File: src/rtl/tt_mux_pipe.sv
// Registered row-pair mux: one spine tap serves N_UM user tiles with break-before-make switching.
// Optional macro TT_MUX_IW_HOLD_EN keeps a per-tile inward hold register across deselect.
module tt_mux_pipe #(
  parameter int unsigned N_UM      = 16,
  parameter int unsigned N_IO      = 8,
  parameter int unsigned N_O       = 8,
  parameter int unsigned N_I       = 10,
  parameter int unsigned GUARD_CYC = 2,
  parameter int unsigned OW_PIPE   = 1,
  localparam int unsigned U_OW = N_O + 2 * N_IO,
  localparam int unsigned U_IW = N_I + N_IO,
  localparam int unsigned S_OW = U_OW + 2,
  localparam int unsigned S_IW = U_IW + 15
) (
  input  logic                   clk_i,
  input  logic                   rst_ni,
  input  logic [U_OW*N_UM-1:0]   um_ow_i,
  output logic [U_IW*N_UM-1:0]   um_iw_o,
  output logic [N_UM-1:0]        um_ena_o,
  output logic [N_UM-1:0]        um_k_zero_o,
  output logic [S_OW-1:0]        spine_ow_o,
  input  logic [S_IW-1:0]        spine_iw_i,
  input  logic [4:0]             addr_i,
  output logic                   busy_o,
  output logic                   k_zero_o,
  output logic                   k_one_o
);

  localparam logic [3:0] GcntLoad = (GUARD_CYC == 0) ? 4'd0 : 4'(GUARD_CYC - 1);

  typedef enum logic [1:0] {StIdle, StGuard, StActive} state_e;

  // Spine inward fields: {gh[1:0], si_usr, si_sel[9:0], si_ld, si_ena, gl}
  logic [U_IW-1:0] si_usr;
  logic [9:0]      si_sel;
  logic            si_ld;
  logic            si_ena;
  logic            unused_guard;

  assign si_ena       = spine_iw_i[1];
  assign si_ld        = spine_iw_i[2];
  assign si_sel       = spine_iw_i[12:3];
  assign si_usr       = spine_iw_i[13 +: U_IW];
  assign unused_guard = ^{spine_iw_i[S_IW-1 -: 2], spine_iw_i[0]};

  logic       hit;
  logic [4:0] tile;
  logic       tgt_ok;

  assign hit    = (si_sel[9:6] == addr_i[4:1]) && (si_sel[4] == addr_i[0]);
  assign tile   = {si_sel[3:0], si_sel[5]};
  assign tgt_ok = hit && si_ena && ({27'd0, tile} < N_UM);

  state_e          state_q, state_d;
  logic [4:0]      cur_q, cur_d;
  logic [4:0]      pend_q, pend_d;
  logic            pend_ok_q, pend_ok_d;
  logic [3:0]      gcnt_q, gcnt_d;
  logic [N_UM-1:0] ena_q, ena_d;
  logic            busy_q, busy_d;

  always_comb begin
    state_d   = state_q;
    cur_d     = cur_q;
    pend_d    = pend_q;
    pend_ok_d = pend_ok_q;
    gcnt_d    = gcnt_q;
    unique case (state_q)
      StIdle: begin
        if (si_ld && tgt_ok) begin
          state_d = StActive;
          cur_d   = tile;
        end
      end
      StActive: begin
        // Reloading the tile already selected must not disturb um_ena.
        if (si_ld && !(tgt_ok && (tile == cur_q))) begin
          pend_d    = tile;
          pend_ok_d = tgt_ok;
          if (GUARD_CYC == 0) begin
            if (tgt_ok) begin
              cur_d = tile;
            end else begin
              state_d = StIdle;
            end
          end else begin
            state_d = StGuard;
            gcnt_d  = GcntLoad;
          end
        end
      end
      StGuard: begin
        if (si_ld) begin
          pend_d    = tile;
          pend_ok_d = tgt_ok;
          gcnt_d    = GcntLoad;
        end else if (gcnt_q == 4'd0) begin
          if (pend_ok_q) begin
            state_d = StActive;
            cur_d   = pend_q;
          end else begin
            state_d = StIdle;
          end
        end else begin
          gcnt_d = gcnt_q - 4'd1;
        end
      end
      default: state_d = StIdle;
    endcase
  end

  // Outputs are registered from next state so a load is visible right after its edge.
  always_comb begin
    ena_d = '0;
    for (int k = 0; k < N_UM; k++) begin
      ena_d[k] = (state_d == StActive) && (cur_d == 5'(k));
    end
    busy_d = (state_d == StGuard);
  end

  always_ff @(posedge clk_i or negedge rst_ni) begin
    if (!rst_ni) begin
      state_q   <= StIdle;
      cur_q     <= '0;
      pend_q    <= '0;
      pend_ok_q <= 1'b0;
      gcnt_q    <= '0;
      ena_q     <= '0;
      busy_q    <= 1'b0;
    end else begin
      state_q   <= state_d;
      cur_q     <= cur_d;
      pend_q    <= pend_d;
      pend_ok_q <= pend_ok_d;
      gcnt_q    <= gcnt_d;
      ena_q     <= ena_d;
      busy_q    <= busy_d;
    end
  end

  assign um_ena_o = ena_q;
  assign busy_o   = busy_q;

`ifdef TT_MUX_IW_HOLD_EN
  logic [U_IW-1:0] hold_q [N_UM];

  always_ff @(posedge clk_i or negedge rst_ni) begin
    if (!rst_ni) begin
      for (int k = 0; k < N_UM; k++) begin
        hold_q[k] <= '0;
      end
    end else begin
      for (int k = 0; k < N_UM; k++) begin
        if (ena_d[k]) begin
          hold_q[k] <= si_usr;
        end
      end
    end
  end

  always_comb begin
    um_iw_o = '0;
    for (int k = 0; k < N_UM; k++) begin
      um_iw_o[k*U_IW +: U_IW] = hold_q[k];
    end
  end
`else
  logic [U_IW-1:0] iw_q;

  always_ff @(posedge clk_i or negedge rst_ni) begin
    if (!rst_ni) begin
      iw_q <= '0;
    end else begin
      iw_q <= (state_d == StActive) ? si_usr : '0;
    end
  end

  // One shared register, steered to the enabled tile only.
  always_comb begin
    um_iw_o = '0;
    for (int k = 0; k < N_UM; k++) begin
      if (ena_q[k]) begin
        um_iw_o[k*U_IW +: U_IW] = iw_q;
      end
    end
  end
`endif

  logic [U_OW-1:0] ow_sel;
  logic [U_OW-1:0] so_usr;

  always_comb begin
    ow_sel = '0;
    for (int k = 0; k < N_UM; k++) begin
      if (ena_q[k]) begin
        ow_sel = um_ow_i[k*U_OW +: U_OW];
      end
    end
  end

  if (OW_PIPE != 0) begin : g_ow_reg
    logic [U_OW-1:0] so_q;

    always_ff @(posedge clk_i or negedge rst_ni) begin
      if (!rst_ni) begin
        so_q <= '0;
      end else begin
        so_q <= ow_sel;
      end
    end

    assign so_usr = so_q;
  end else begin : g_ow_comb
    assign so_usr = ow_sel;
  end

  assign spine_ow_o  = {1'b0, so_usr, 1'b0};
  assign um_k_zero_o = '0;
  assign k_zero_o    = 1'b0;
  assign k_one_o     = 1'b1;

endmodule

File: config.mk
export PLATFORM = sky130hd
export DESIGN_NAME = tt_mux_pipe
export DESIGN_NICKNAME = d
export VERILOG_FILES = /design/src/rtl/tt_mux_pipe.sv
export SDC_FILE = /design/constraint.sdc
export NUM_CORES = 1
export LEC_CHECK = 0
export CORE_AREA = 10 10 289 291
export DETAILED_ROUTE_END_ITERATION = 7
export DIE_AREA = 0 0 299 301
export GPL_TIMING_DRIVEN = 0
export HOLD_SLACK_MARGIN = 0.08
export PLACE_DENSITY_LB_ADDON = 0.05
export SLEW_MARGIN = 20
export SYNTH_ARGS = -nofsm -noshare
export SYNTH_HDL_FRONTEND = slang
export SYNTH_SLANG_ARGS = --single-unit
File: constraint.sdc
create_clock -name clk_i -period 2 [get_ports clk_i]
set_input_delay 0.5 -clock clk_i [delete_from_list [all_inputs] [get_ports clk_i]]
set_output_delay 0.5 -clock clk_i [all_outputs]
set_load 0.02 [all_outputs]
==> results of run 1 <==
## flip-flops by register name, summed over array words and instances (netlist names)
name           count
g_ow_reg.so_q     24
iw_q              18
um_ena_o          16
cur_q              5
pend_q             5
gcnt_q             4
state_q            2
busy_o             1
pend_ok_q          1
## per-stage QoR
stage               cells  worst slack, ns
floorplan            1090           -0.131
global placement     2878            -3.33
finish               3039           -0.192
global route         3036           -0.280
detailed placement   2879            -1.52
CTS                  2998           -0.225
## critical path: stages, from the launching register on
cell and delay (ns):
dfrtp_1 0.39, inv_2 0.09, ha_4 0.13, nor4b_4 0.23
and4b_2 0.32, a31oi_4 0.06, a221o_2 0.41, or2_4 0.31
nor3_4 0.17
## what timing repair did
item | in CTS | in global routing
endpoints found under the setup margin | 378 | 269
pin swaps | 50 | 65
hold endpoints to repair | 25 | 0
setup buffers | 84 | 38
gates resized for setup | 2043 | 302
hold buffers | 1 | 0
cloned | 22 | 6
## metal layers
metal	part of all wire	global-route usage	vias to the layer above
met5	0.0019	0	-
met1	0.39	0.215	6055
met3	0.061	0.0547	61
li1	-	-	5584
met2	0.54	0.362	426
met4	0.011	0.0200	30
## cell families (layout without fill, tap and decap cells)
family | count (synthesis) | in the layout
XOR/XNOR | 10 | 10
adder cells (fa/ha/maj) | 2 | 2
buffers and inverters | 164 | 1068
multiplexers | 5 | 5
flip-flops | 76 | 76
other | 2 | 25
AND/OR/NAND/NOR | 525 | 525
AO/OA/AOI/OAI | 288 | 288
## cell type report
| type | instances | area, sq um |
|---|---|---|
| Sequential cell | 76 | 1940 |
| Buffer | 127 | 1630 |
| Timing Repair Buffer | 896 | 8800 |
| Tap cell | 1040 | 1300 |
| Multi-Input combinational cell | 850 | 6730 |
| Clock inverter | 6 | 93.8 |
| Fill cell | 8458 | 56500 |
| Antenna cell | 5 | 12.5 |
| Inverter | 29 | 109 |
| Clock buffer | 10 | 239 |
## path summary, 6_finish.rpt
| path | start | to |
|---|---|---|
| hold / removal | spine_iw_i[2] | gcnt_q[1] |
| hold reg to reg | pend_q[0] | pend_q[0] |
| max in group asynchronous | rst_ni | um_ena_o[4] |
| setup / recovery | gcnt_q[1] | um_ena_o[0] |
| setup reg to reg | gcnt_q[1] | um_ena_o[0] |
| min in group asynchronous | rst_ni | gcnt_q[3] |
## cell usage in the layout (no fill, tap or decap), types with 44 or more instances in the layout
cell type,Yosys,routed
and2_1,310,157
nand2_1,59,54
dfrtp_1,76,48
buf_6,2,188
clkbuf_16,0,48
clkdlybuf4s50_1,0,430
buf_2,3,103
buf_4,20,118
and2_4,0,153
a22oi_1,47,44
nor2_1,59,56
## power breakdown
part / leakage, nW / internal (mW) / switching [mW]
clock network: 0.160 / 1.14 / 0.812
registers: 0.996 / 1.66 / 0.103
logic: 8.21 / 1.17 / 0.685
total: 9.36 / 3.97 / 1.60
==> flow_summary_export.csv, run 1 <==
group,metric,value,unit
sta,clock_skew,0.0124,ns
synth,ys_types,49,
sta,period_share,1.10,
global_routing,grt_usage,0.191,
flow_run,cap_violations,0,
drt,drt_iter0_drc,686,
global_routing,grt_overflow_total,0,
die,floorplan.initialDensity,0.102,
synth,synth_flop_cell,"dfrtp_1",
status,status,"finished with violations",
setup_path,reg2regPathDepth,8,
setup_path,timing_worst_setup_path_type,"reg -> reg",
synth,synthTopCellsByArea,"and2_1 (25%), dfrtp_1 (24%), clkbuf_1 (5.1%)",
power,power,5.58,mW
die,dieArea,0.0900,sq mm
die,die_w,299,um
synth,synth_fa_ha_area_frac,0.00316,
synth,synth_warnings,0,
synth,synth_edf_count,0,
global_routing,grt_max_degree,52,
clock_tree,cts_buffers,9,
sta,drv_slew,0,
clock_tree,cts_tree,"built",
synth,synth-xor-area-share,0.0111,
clock_tree,clockBufferDepth,2,
synth,ys_ff_latch,76,
synth,synth_seq_area_share,0.240,
synth,synth.top_cell.area_share,0.245,
sta,holdWs,0.378,ns
sta,fin_setup_tns,-6.08,ns
setup_path,crit_fanout,4,
synth,synth_top_family_by_area,"simple AND/OR/NAND/NOR gates",
drt,vias,12200,
power,ir_worst_vdd,0.000309,V
synth,netlist_area,0.00791,sq mm
clock_tree,clkTransAtPathRegs,0.07,ns
setup_path,cp_data_arrival_time,2.47,ns
clock_tree,h-tree-depth,3,
clock_tree,cts.sinks,76,
drt,post_drt_wl_per_cell,30.4,um
global_routing,antenna_found_initial,20,
final_layout,nNetsFinal,2415,
die,die_h,301,um
drt,wl,92.4,mm
synth,synth_mux_area_frac,0.00711,
clock_tree,clkLatencyLatePin,0.37,ns
power,p_leak,9.36,nW
min_path,min_path_cells,2,
sta,rsz0062_at_grt,"true",
global_routing,grt_pass1_vias,12300,
clock_tree,root_buffer,"clkbuf_16",
sta,final-setup-viol-count,98,
sta,fmax,456,MHz
drt,ant_nets,0,
synth,syn_inst,1072,
min_path,worstHoldPathType,"in -> reg",
placement,dpl.hpwl,75.6,mm
final_layout,drive_gt1_frac,0.450,
sta,final_hold_viol_count,0,
synth,async_flop_share,1.00,
die,rows,102,
setup_path,required,2.28,ns
drt,firstDrtPassIters,7,
power,power_density,267,mW/mm^2
sta,relSlewSlack,0.428,
placement,port_buffers,748,
sta,worst-slew-pin-transition,0.858,ns
drt,drcViolationCount,0,
synth,synth.top_cells.by_count,"and2_1 (310), clkbuf_1 (108), dfrtp_1 (76)",
synth,yosys.area_share.simple,0.385,
die,pin_count,773,
sta,fin_ws,-0.192,ns
placement,place.gp.congestion,0.823,
synth,yosysMostFrequentCell,"and2_1",
global_routing,grt_pass1_wl,119,mm
sta,fin_crit,2.19,ns
die,fp.coreArea,0.0773,sq mm
final_layout,utilization,0.270,
synth,yosysTopAreaCell,"and2_1",
status,violations,"negative setup slack",
setup_path,r2r_slack,-0.19,ns
setup_path,start_kind,"register",
synth,synth-compound-area-share,0.263,
drt,vias_per_cell,4.00,
placement,post_dp_cell_area,0.0168,sq mm
final_layout,area_growth,163,%
setup_path,end_kind,"register",
synth,synth_area_per_cell,7.38,sq um
final_layout,finalInstanceArea,0.0208,sq mm
(Power assumes the default switching activity.)
==> run 2: changes to the inputs <==
--- a/config.mk
+++ b/config.mk
@@ -10,6 +10,7 @@
 export DIE_AREA = 0 0 299 301
 export GPL_TIMING_DRIVEN = 0
 export HOLD_SLACK_MARGIN = 0.08
+export MAX_ROUTING_LAYER = met4
 export PLACE_DENSITY_LB_ADDON = 0.05
 export SLEW_MARGIN = 20
 export SYNTH_ARGS = -nofsm -noshare
==> flow_summary_export.csv, run 2 (synthesized netlist as in run 1, its figures left out) <==
group,metric,value,unit
setup_path,max_stage_delay,0.40,ns
power,p_leak,9.43,nW
final_layout,nFillCells,8441,
global_routing,grt_pass1_wl,119,mm
final_layout,largest_register_ffs,24,
power,p_seq_frac,0.316,
global_routing,grt_usage,0.197,
min_path,worstHoldPathType,"in -> reg",
sta,worst-slew-pin-transition,0.836,ns
sta,fin_ws,-0.184,ns
flow_run,cap_violations,0,
sta,fin_crit,2.18,ns
die,pin_count,773,
status,status,"finished with violations",
sta,rsz0062_at_grt,"true",
sta,final_hold_viol_count,0,
clock_tree,clockBufferDepth,2,
sta,clock_skew,0.0100,ns
clock_tree,cts_buffers,9,
final_layout,layout_common_cells,"clkdlybuf4s50_1 (430), buf_6 (196), and2_1 (157)",
setup_path,end_kind,"register",
placement,port_buffers,748,
drt,drcViolationCount,0,
drt,firstDrtPassIters,8,
final_layout,top_register,"g_ow_reg.so_q",
power,clock_power_share,0.352,
power,ir_worst_vdd,0.000308,V
die,die_w,299,um
final_layout,nNetsFinal,2421,
sta,fmax,458,MHz
die,fp.coreArea,0.0773,sq mm
final_layout,drive_gt1_frac,0.456,
die,dieArea,0.0900,sq mm
power,switching_share,0.289,
setup_path,start_kind,"register",
final_layout,area_growth,166,%
placement,dp_slack,-1.52,ns
sta,drv_slew,0,
clock_tree,cts_tree,"built",
clock_tree,clkTransAtPathRegs,0.07,ns
drt,vias,12200,
final_layout,final_common_cell,"clkdlybuf4s50_1",
sta,holdWs,0.378,ns
sta,final-setup-viol-count,104,
power,pwr-share-comb,0.333,
power,switching_power,1.62,mW
clock_tree,clkLatencyLatePin,0.37,ns
sta,relSlewSlack,0.443,
global_routing,antenna_found_initial,21,
global_routing,grt_max_degree,52,
global_routing,grt_overflow_total,0,
placement,dpl.hpwl,75.6,mm
power,power_density,266,mW/mm^2
clock_tree,cts.sinks,76,
drt,post_drt_wl_per_cell,30.4,um
placement,place.gp.congestion,0.835,
setup_path,slowest_stage,"a221o_2",
drt,drt_iter0_drc,752,
setup_path,cp_data_arrival_time,2.47,ns
global_routing,grt_pass1_vias,12400,
setup_path,required,2.29,ns
power,power.internal,3.98,mW
die,rows,102,
setup_path,crit_fanout,4,
sta,period_share,1.09,
drt,wl,93.0,mm
drt,vias_per_cell,3.99,
drt,ant_nets,0,
clock_tree,root_buffer,"clkbuf_16",
setup_path,timing_worst_setup_path_type,"reg -> reg",
die,floorplan.initialDensity,0.102,
die,die_h,301,um
setup_path,crit_chain,"inv_2, ha_4, nor4b_4, and4b_2, a31oi_4, a221o_2, or2_4, nor3_4",
clock_tree,h-tree-depth,3,
status,violations,"negative setup slack",
==> run 2: cell count changes in the layout (fill, tap and decap cells not counted), moves of 2 or more <==
cell and delta:
a221oi_1 -2, a221oi_2 +2, a22oi_1 -3, a22oi_2 +3, buf_2 -5, buf_4 +3, buf_6 +8, clkbuf_16 +2
clkbuf_4 -3, diode_2 +14, o21ai_0 -2
==> run 2: timing repair <==
action,in CTS,in global routing
endpoints found under the hold margin,25,0
cloned,22,9
setup buffers,84,42
setup endpoints to repair,378,269
hold buffers,1,0
resized for setup,2043,337
pin swaps,50,73
==> run 2: power groups by stage <==
stage	registers [mW]	clock network, mW	logic (mW)
global route	1.78	2.10	1.99
floorplan	1.78	0	0.501
finish	1.77	1.97	1.86
CTS	1.76	2.06	1.76
detailed placement	1.79	0	1.58
global placement	1.79	0	1.56
==> run 2: area by class of cell <==
class | instances | area (sq um) | share of cell area
Timing Repair Buffer | 902 | 8900 | 0.423
Multi-Input combinational cell | 850 | 6770 | 0.322
Sequential cell | 76 | 1940 | 0.0921
Buffer | 127 | 1660 | 0.0787
Tap cell | 1040 | 1300 | 0.0618
Clock buffer | 10 | 239 | 0.0114
Inverter | 29 | 109 | 0.00517
Clock inverter | 6 | 93.8 | 0.00446
Antenna cell | 19 | 47.5 | 0.00226
==> run 2: path summary, 6_finish.rpt <==
path / from / endpoint / slack (ns) / cells past startpoint
min: spine_iw_i[2] / gcnt_q[1] / 0.38 / 2
max reg2reg: gcnt_q[1] / um_ena_o[0] / -0.18 / 8
max in group asynchronous: rst_ni / um_ena_o[4] / 0.79 / 3
max: gcnt_q[1] / um_ena_o[0] / -0.18 / 8
min in group asynchronous: rst_ni / iw_q[2] / 0.58 / 2
min reg2reg: pend_q[0] / pend_q[0] / 0.50 / 1
==> run 2: per-stage QoR <==
step | util | area [sq um] | cells | power (mW) | setup TNS [ns]
6_report | 0.272 | 21100 | 3059 | 5.59 | -6.71
5_1_grt | 0.272 | 21100 | 3059 | 5.88 | -14.47
4_1_cts | 0.256 | 19800 | 2998 | 5.58 | -12.39
3_5_place_dp | 0.218 | 16800 | 2879 | 3.37 | -329.26
3_3_place_gp | 0.217 | 16800 | 2878 | 3.35 | -574.69
2_1_floorplan | - | 8020 | 1090 | 2.28 | -1.06
==> run 2: metal layers <==
metal  up-vias  part of all wire  GRT usage
li1       5624                 -          -
met1      6101              0.39      0.216
met2       447              0.54      0.362
met3        37             0.062     0.0522
met4         0             0.011     0.0200
met5         -                 0          -
==> run 2: critical path, delay by kind of cell (launching register included) <==
kind | cells | cell delay [ns]
buffers and inverters | 1 | 0.09
adders and majority gates | 1 | 0.13
DFF | 1 | 0.39
AOI/OAI and AO/OA | 2 | 0.46
and+or+nand+nor | 4 | 1.02
==> run 3: changes to the inputs <==
--- a/config.mk
+++ b/config.mk
@@ -5,6 +5,7 @@
 export SDC_FILE = /design/constraint.sdc
 export NUM_CORES = 1
 export LEC_CHECK = 0
+export CAP_MARGIN = 20
 export CORE_AREA = 10 10 289 291
 export DETAILED_ROUTE_END_ITERATION = 7
 export DIE_AREA = 0 0 299 301
==> results of run 3 <==
No change in the layout: final DEF, timing and power equal those of run 2.
